File: config.mk
export PLATFORM = sky130hd
export DESIGN_NAME = id_exe_pipe
export DESIGN_NICKNAME = d
export VERILOG_FILES = /design/src/rtl/id_exe_pipe_pkg.sv /design/src/rtl/id_exe_pipe_operand_sel.sv /design/src/rtl/id_exe_pipe.sv
export SDC_FILE = /design/constraint.sdc
export NUM_CORES = 1
export LEC_CHECK = 0
export ABC_AREA = 1
export CORE_ASPECT_RATIO = 0.6
export CORE_UTILIZATION = 41
export CTS_BUF_LIST = sky130_fd_sc_hd__clkbuf_4 sky130_fd_sc_hd__clkbuf_8 sky130_fd_sc_hd__clkbuf_16
export CTS_CLUSTER_SIZE = 25
export DETAILED_ROUTE_END_ITERATION = 8
export PLACE_DENSITY = 0.69
export SLEW_MARGIN = 10
export SYNTH_ARGS = -nofsm -noshare
export SYNTH_HDL_FRONTEND = slang
export SYNTH_SLANG_ARGS = --single-unit
File: constraint.sdc
create_clock -name clk -period 4.1 [get_ports clk]
set_input_delay 1.025 -clock clk [delete_from_list [all_inputs] [get_ports clk]]
set_output_delay 1.025 -clock clk [all_outputs]
set_load 0.02 [all_outputs]
File: src/rtl/id_exe_pipe_pkg.sv
// Shared definitions for the ID/EX pipeline register: opcode fields, bubble
// encoding and the per-edge action chosen by the priority logic.
package id_exe_pipe_pkg;

    localparam int REG_ADDR_W_DEFAULT  = 4;
    localparam int REG_VALUE_W_DEFAULT = 16;

    localparam logic [15:0] NOP_OPN_DEFAULT = 16'h0800;

    // Major opcode field opn[15:11]
    localparam logic [4:0] OP_B      = 5'b00010;
    localparam logic [4:0] OP_BEQZ   = 5'b00100;
    localparam logic [4:0] OP_BNEZ   = 5'b00101;
    localparam logic [4:0] OP_SHIFT  = 5'b00110;
    localparam logic [4:0] OP_ADDIU3 = 5'b01000;
    localparam logic [4:0] OP_ADDIU  = 5'b01001;
    localparam logic [4:0] OP_SP     = 5'b01100;
    localparam logic [4:0] OP_LI     = 5'b01101;
    localparam logic [4:0] OP_CMPI   = 5'b01110;
    localparam logic [4:0] OP_MOVE   = 5'b01111;
    localparam logic [4:0] OP_LW_SP  = 5'b10010;
    localparam logic [4:0] OP_LW     = 5'b10011;
    localparam logic [4:0] OP_SW_SP  = 5'b11010;
    localparam logic [4:0] OP_SW     = 5'b11011;

    // Sub-opcode opn[10:8] within OP_SP
    localparam logic [2:0] SUB_BTEQZ = 3'b000;
    localparam logic [2:0] SUB_ADDSP = 3'b011;

    typedef enum logic [1:0] {
        ACT_HOLD,
        ACT_BUBBLE,
        ACT_LOAD
    } pipe_act_e;

    // Flush beats stall; an invalid decode slot becomes a bubble.
    function automatic pipe_act_e next_action(input logic flush, input logic stall,
                                              input logic in_valid);
        if (flush)          return ACT_BUBBLE;
        else if (stall)     return ACT_HOLD;
        else if (!in_valid) return ACT_BUBBLE;
        else                return ACT_LOAD;
    endfunction

endpackage

File: src/rtl/id_exe_pipe_operand_sel.sv
// Combinational ALU operand builder: picks register values or extended
// immediates from the instruction word.
module id_operand_sel
    import id_exe_pipe_pkg::*;
#(
    parameter int DATA_W = 16
) (
    input  logic [15:0]       opn,
    input  logic [DATA_W-1:0] rv1,
    input  logic [DATA_W-1:0] rv2,
    output logic [DATA_W-1:0] op1,
    output logic [DATA_W-1:0] op2,
    output logic [DATA_W-1:0] mem_write_value
);

    logic [4:0]        major;
    logic [2:0]        sub;
    logic [DATA_W-1:0] sext8, sext5, sext4, sext11, zext8, shamt;

    assign major  = opn[15:11];
    assign sub    = opn[10:8];
    assign sext8  = {{(DATA_W-8){opn[7]}}, opn[7:0]};
    assign sext5  = {{(DATA_W-5){opn[4]}}, opn[4:0]};
    assign sext4  = {{(DATA_W-4){opn[3]}}, opn[3:0]};
    assign sext11 = {{(DATA_W-11){opn[10]}}, opn[10:0]};
    assign zext8  = {{(DATA_W-8){1'b0}}, opn[7:0]};
    // A zero shift field encodes a shift by eight.
    assign shamt  = (opn[4:2] == 3'd0) ? DATA_W'(8) : {{(DATA_W-3){1'b0}}, opn[4:2]};

    // NOTE: every output gets a default first so no path through the case infers a latch.
    always_comb begin
        op1             = rv1;
        op2             = rv2;
        mem_write_value = '0;
        unique case (major)
            OP_ADDIU, OP_CMPI, OP_LW_SP: op2 = sext8;
            OP_SW_SP: begin
                op2             = sext8;
                mem_write_value = rv2;
            end
            OP_ADDIU3: op2 = sext4;
            OP_LW:     op2 = sext5;
            OP_SW: begin
                op2             = sext5;
                mem_write_value = rv2;
            end
            OP_LI: begin
                op1 = zext8;
                op2 = '0;
            end
            OP_SHIFT: begin
                op1 = rv2;
                op2 = shamt;
            end
            OP_MOVE: begin
                op1 = rv2;
                op2 = '0;
            end
            OP_BEQZ, OP_BNEZ: op2 = '0;
            OP_B: begin
                op1 = '0;
                op2 = sext11;
            end
            OP_SP: begin
                if (sub == SUB_ADDSP)      op2 = sext8;
                else if (sub == SUB_BTEQZ) op2 = '0;
            end
            default: ;
        endcase
    end

endmodule

File: src/rtl/id_exe_pipe.sv
// ID/EX pipeline register with stall, flush/bubble insertion and a
// saturating bubble counter for performance debug.
module id_exe_pipe
    import id_exe_pipe_pkg::*;
#(
    parameter int          DATA_W     = REG_VALUE_W_DEFAULT,
    parameter int          REG_ADDR_W = REG_ADDR_W_DEFAULT,
    parameter logic [15:0] NOP_OPN    = NOP_OPN_DEFAULT,
    parameter int          CNT_W      = 16
) (
    input  logic                  clk,
    input  logic                  rst,
    input  logic                  stall,
    input  logic                  flush,
    input  logic                  in_valid,
    input  logic [DATA_W-1:0]     pc,
    input  logic [15:0]           opn,
    input  logic [DATA_W-1:0]     read_value1,
    input  logic [DATA_W-1:0]     read_value2,
    input  logic                  mem_write,
    input  logic                  mem_read,
    input  logic                  reg_write,
    input  logic [REG_ADDR_W-1:0] reg_addr,
    output logic                  out_valid,
    output logic [DATA_W-1:0]     pc_out,
    output logic [15:0]           opn_out,
    output logic [DATA_W-1:0]     op1,
    output logic [DATA_W-1:0]     op2,
    output logic [DATA_W-1:0]     mem_write_value,
    output logic                  mem_write_out,
    output logic                  mem_read_out,
    output logic                  reg_write_out,
    output logic [REG_ADDR_W-1:0] reg_addr_out,
    output logic [CNT_W-1:0]      bubble_count
);

    logic [DATA_W-1:0] sel_op1, sel_op2, sel_mwv;
    pipe_act_e         act;

    logic                  valid_q, valid_d;
    logic [DATA_W-1:0]     pc_q, pc_d;
    logic [15:0]           opn_q, opn_d;
    logic [DATA_W-1:0]     op1_q, op1_d;
    logic [DATA_W-1:0]     op2_q, op2_d;
    logic [DATA_W-1:0]     mwv_q, mwv_d;
    logic                  mem_write_q, mem_write_d;
    logic                  mem_read_q, mem_read_d;
    logic                  reg_write_q, reg_write_d;
    logic [REG_ADDR_W-1:0] reg_addr_q, reg_addr_d;
    logic [CNT_W-1:0]      bubble_count_q, bubble_count_d;

    id_operand_sel #(.DATA_W(DATA_W)) u_operand_sel (
        .opn             (opn),
        .rv1             (read_value1),
        .rv2             (read_value2),
        .op1             (sel_op1),
        .op2             (sel_op2),
        .mem_write_value (sel_mwv)
    );

    assign act = next_action(flush, stall, in_valid);

    always_comb begin
        valid_d        = valid_q;
        pc_d           = pc_q;
        opn_d          = opn_q;
        op1_d          = op1_q;
        op2_d          = op2_q;
        mwv_d          = mwv_q;
        mem_write_d    = mem_write_q;
        mem_read_d     = mem_read_q;
        reg_write_d    = reg_write_q;
        reg_addr_d     = reg_addr_q;
        bubble_count_d = bubble_count_q;
        unique case (act)
            ACT_BUBBLE: begin
                valid_d     = 1'b0;
                pc_d        = '0;
                opn_d       = NOP_OPN;
                op1_d       = '0;
                op2_d       = '0;
                mwv_d       = '0;
                mem_write_d = 1'b0;
                mem_read_d  = 1'b0;
                reg_write_d = 1'b0;
                reg_addr_d  = '0;
                if (!(&bubble_count_q)) bubble_count_d = bubble_count_q + CNT_W'(1);
            end
            ACT_LOAD: begin
                valid_d     = 1'b1;
                pc_d        = pc;
                opn_d       = opn;
                op1_d       = sel_op1;
                op2_d       = sel_op2;
                mwv_d       = sel_mwv;
                mem_write_d = mem_write;
                mem_read_d  = mem_read;
                reg_write_d = reg_write;
                reg_addr_d  = reg_addr;
            end
            default: ;
        endcase
    end

    // NOTE: state flops use non-blocking assignments so all registers update together at the edge.
    always_ff @(posedge clk or posedge rst) begin
        if (rst) begin
            valid_q        <= 1'b0;
            pc_q           <= '0;
            opn_q          <= NOP_OPN;
            op1_q          <= '0;
            op2_q          <= '0;
            mwv_q          <= '0;
            mem_write_q    <= 1'b0;
            mem_read_q     <= 1'b0;
            reg_write_q    <= 1'b0;
            reg_addr_q     <= '0;
            bubble_count_q <= '0;
        end else begin
            valid_q        <= valid_d;
            pc_q           <= pc_d;
            opn_q          <= opn_d;
            op1_q          <= op1_d;
            op2_q          <= op2_d;
            mwv_q          <= mwv_d;
            mem_write_q    <= mem_write_d;
            mem_read_q     <= mem_read_d;
            reg_write_q    <= reg_write_d;
            reg_addr_q     <= reg_addr_d;
            bubble_count_q <= bubble_count_d;
        end
    end

    assign out_valid       = valid_q;
    assign pc_out          = pc_q;
    assign opn_out         = opn_q;
    assign op1             = op1_q;
    assign op2             = op2_q;
    assign mem_write_value = mwv_q;
    assign mem_write_out   = mem_write_q;
    assign mem_read_out    = mem_read_q;
    assign reg_write_out   = reg_write_q;
    assign reg_addr_out    = reg_addr_q;
    assign bubble_count    = bubble_count_q;

endmodule

==> metrics.yaml <==
status: "finished, final reports clean"
synth_largest_area_cell: "dfrtp_1"
antenna_found_initial: 0
drtPass1Iterations: 5
reg2reg_depth: 8
cpMostUsedCell: "inv_1"
drive_above_1_share_pct: 4.632
switching_share_pct: 29.31
async_flop_share_pct: 100.0
worstPathCellList: "clkdlybuf4s50_1 -> inv_1 -> nor3_1 -> ha_2 -> inv_1 -> nand2_1 -> inv_2 -> nand4_1 -> buf_4 -> o21ai_0"
fin_skew_ns: 0.004595
grt_max_degree: 88
sequentialPowerShare_pct: 44.5
clkPwrFrac_pct: 34.5
finalWirelength_um: 17050
cts_hold_buf: 0
synthAdderAreaFrac_pct: 0.7129
tns_ns: 0
via_per_inst: 5.306
synth-compound-area-share_pct: 12.69
synth-edff-count: 0
ant_nets: 0
grt_pass1_wl_um: 27280
p_per_area_nw_per_um2: 337.2
final_cells: 1007
grt_usage_pct: 26.27
grt_use_met3_pct: 6.751
dieArea_um2: 13310
finalInstanceArea_um2: 7492
setup_violations: 0
fin_crit_sh_pct: 76.89
synthToLayoutAreaGrowth_pct: 42.30
internal_power_w: 0.001786
die_h_um: 89.78
endpoint: "mem_write_value[5]"
syn_area_per_cell_um2: 7.870
drc: 0
synth_nets: 748
fillers: 1100
port_buffers: 179
relSlewSlack_pct: 32.52
grt_use_met1_pct: 38.06
cp-startpoint: "in_valid"
hold_ws_ns: 0.4801
synth.distinct_cells: 30
r2r-end: "bubble_count[13]"
core_area_um2: 12300
ys_warn_count: 0
clock-sinks: 104
clock_path_buffers: 2
min_period_ns: 3.152
rsz0062_at_grt: "no"
grt_util_met2_pct: 38.38
drt_iter0_markers: 463
cp-end-kind: "flop"
nets: 918
synth-seq-area-share_pct: 49.45
synthXorXnorAreaFrac_pct: 2.329
hold_path_class: "reg2reg"
cts_resized: 0
p_leak_nw: 3.706
die_w_um: 148.3
ios: 180
maxCapViolCount: 0
fmax_mhz: 317.2
cp-start-kind: "input pin"
ys.flop_type: "dfrtp_1"
cp.arrival_ns: 3.40
dp_hpwl_um: 12490
busiest_layer: "met2"
ys_ff_latch: 104
vias: 5343
r2r_setup_slack_ns: 1.92
antenna_cells: 0
final_hold_viol_count: 0
htreeDepth: 3
syn_area_um2: 5265
synth_cells: 669
synthMuxAreaShare_pct: 0
overflow: 0
cts_tree: "built"
row_count: 31
synthSimpleGateAreaFrac_pct: 27.47
synth.area.top_cells: "dfrtp_1 49%, nand2_1 16%, nand3_1 4.8%"
p_comb_share_pct: 21.0
placed_area_um2: 7198
routedWlPerCell_um: 16.93
netlist.area_leader.share_pct: 48.95
dpl.cell_count: 993
reg2reg_from: "bubble_count[0]"
crit_path_top_delay_cell: "clkdlybuf4s50_1"
cp_max_fo: 24
slowest_delay_ns: 0.45
place_congestion: 0.9100
first_global_vias: 5257
crit_type: "in2reg"
cts.clk_slew.worst_paths_ns: 0.07
root_buffer: "clkbuf_16"
required_ns: 4.35
slew_violations: 0
ir_worst_vdd_mv: 0.2114
synth_top_family_by_area: "simple AND/OR/NAND/NOR gates"
p_sw_w: 0.0007405
tightestPinTransition_ns: 1.012
clk_latency_ns: 0.34
initial_utilization_pct: 42.82
cts_made_buffers: 9
post_cts_buffers: 0
==> routing by layer <==
layer | part of all wire (%) | routed length [µm]
met1 | 46 | 7843
met2 | 42 | 7242
met3 | 9.7 | 1656
met4 | 1.8 | 307
met5 | 0 | 0
==> state kept, by name (all words and copies together), names as in the netlist <==
signal           count
bubble_count        16
opn_out             16
mem_write_value     16
reg_write_out        1
op2                 16
pc_out              16
out_valid            1
op1                 16
reg_addr_out         4
mem_read_out         1
mem_write_out        1
==> power groups by stage <==
stage / Combinational, W / Clock (W) / Sequential [W]
6_report: 0.000531 / 0.000872 / 0.00112
5_1_grt: 0.000576 / 0.000921 / 0.00113
4_1_cts: 0.000530 / 0.000884 / 0.00112
3_5_place_dp: 0.000527 / 0 / 0.00114
3_3_place_gp: 0.000514 / 0 / 0.00114
2_1_floorplan: 0.000220 / 0 / 0.00119
==> how the worst min path moves through the flow <==
| stage | from | end | depth (start not counted) |
|---|---|---|---|
| 4_1_cts | op1[15] | op1[15] | 2 |
| 3_3_place_gp | op1[14] | op1[14] | 2 |
| 3_5_place_dp | op1[15] | op1[15] | 2 |
| 6_report | op1[15] | op1[15] | 2 |
| 5_1_grt | op1[15] | op1[15] | 2 |
| 2_1_floorplan | opn_out[11] | opn_out[11] | 2 |
==> metrics by stage <==
| step | util (%) | total power (W) | setup slack [ns] |
|---|---|---|---|
| global route | 60.93 | 0.002630 | 0.6417 |
| global placement | 58.54 | 0.001654 | 0.7101 |
| finish | 60.93 | 0.002526 | 0.9475 |
| floorplan | - | 0.001412 | 0.3445 |
| CTS | 60.93 | 0.002538 | 0.9572 |
| detailed placement | 58.54 | 0.001670 | 0.5848 |
==> Yosys cell counts, types with 4 or more instances <==
master and instances:
nand2_1 225, xnor2_1 5, nand3_1 51, nand3_2 4, nor2_1 43, o21ai_0 42, xor2_1 9, dfrtp_1 103
inv_1 65, nor3_1 6, o21ai_1 4, nand4_1 8, a21oi_1 28, a22oi_1 6, clkbuf_1 17, a22o_1 25
==> critical path: cells and delay by family <==
family / cells / cell delay [ns]
buffers and inverters: 5 / 1.24
and+or+nand+nor: 3 / 0.59
adders and majority gates: 1 / 0.34
AOI/OAI and AO/OA: 1 / 0.20
==> layout by cell type (no fill, tap or decap), types with 5 or more instances in the layout <==
cell / instances
a21oi_1: 28
nand4_1: 8
xor2_1: 9
inv_1: 64
nand3_1: 51
a22o_1: 25
xnor2_1: 5
a22oi_1: 6
o21ai_0: 42
dfrtp_1: 103
nor3_1: 6
nor2_1: 43
nand2_1: 225
clkdlybuf4s50_1: 179
clkbuf_16: 9
==> cell type report <==
cell class / instances / area (µm²) / share of cell area [%]
Clock inverter: 4 / 55.05 / 0.7348
Sequential cell: 104 / 2604 / 34.75
Timing Repair Buffer: 184 / 1842 / 24.58
Inverter: 71 / 269.0 / 3.591
Clock buffer: 10 / 239.0 / 3.190
Tap cell: 165 / 206.4 / 2.756
Multi-Input combinational cell: 469 / 2277 / 30.39
==> cell families after synthesis <==
group                      after synthesis
AOI/OAI and AO/OA                      108
buffers and inverters                   96
adders and majority gates                3
and+or+nand+nor                        344
DFF                                    104
xor gates and xnor gates                14
No activity file was read; power rests on OpenSTA's default activity.
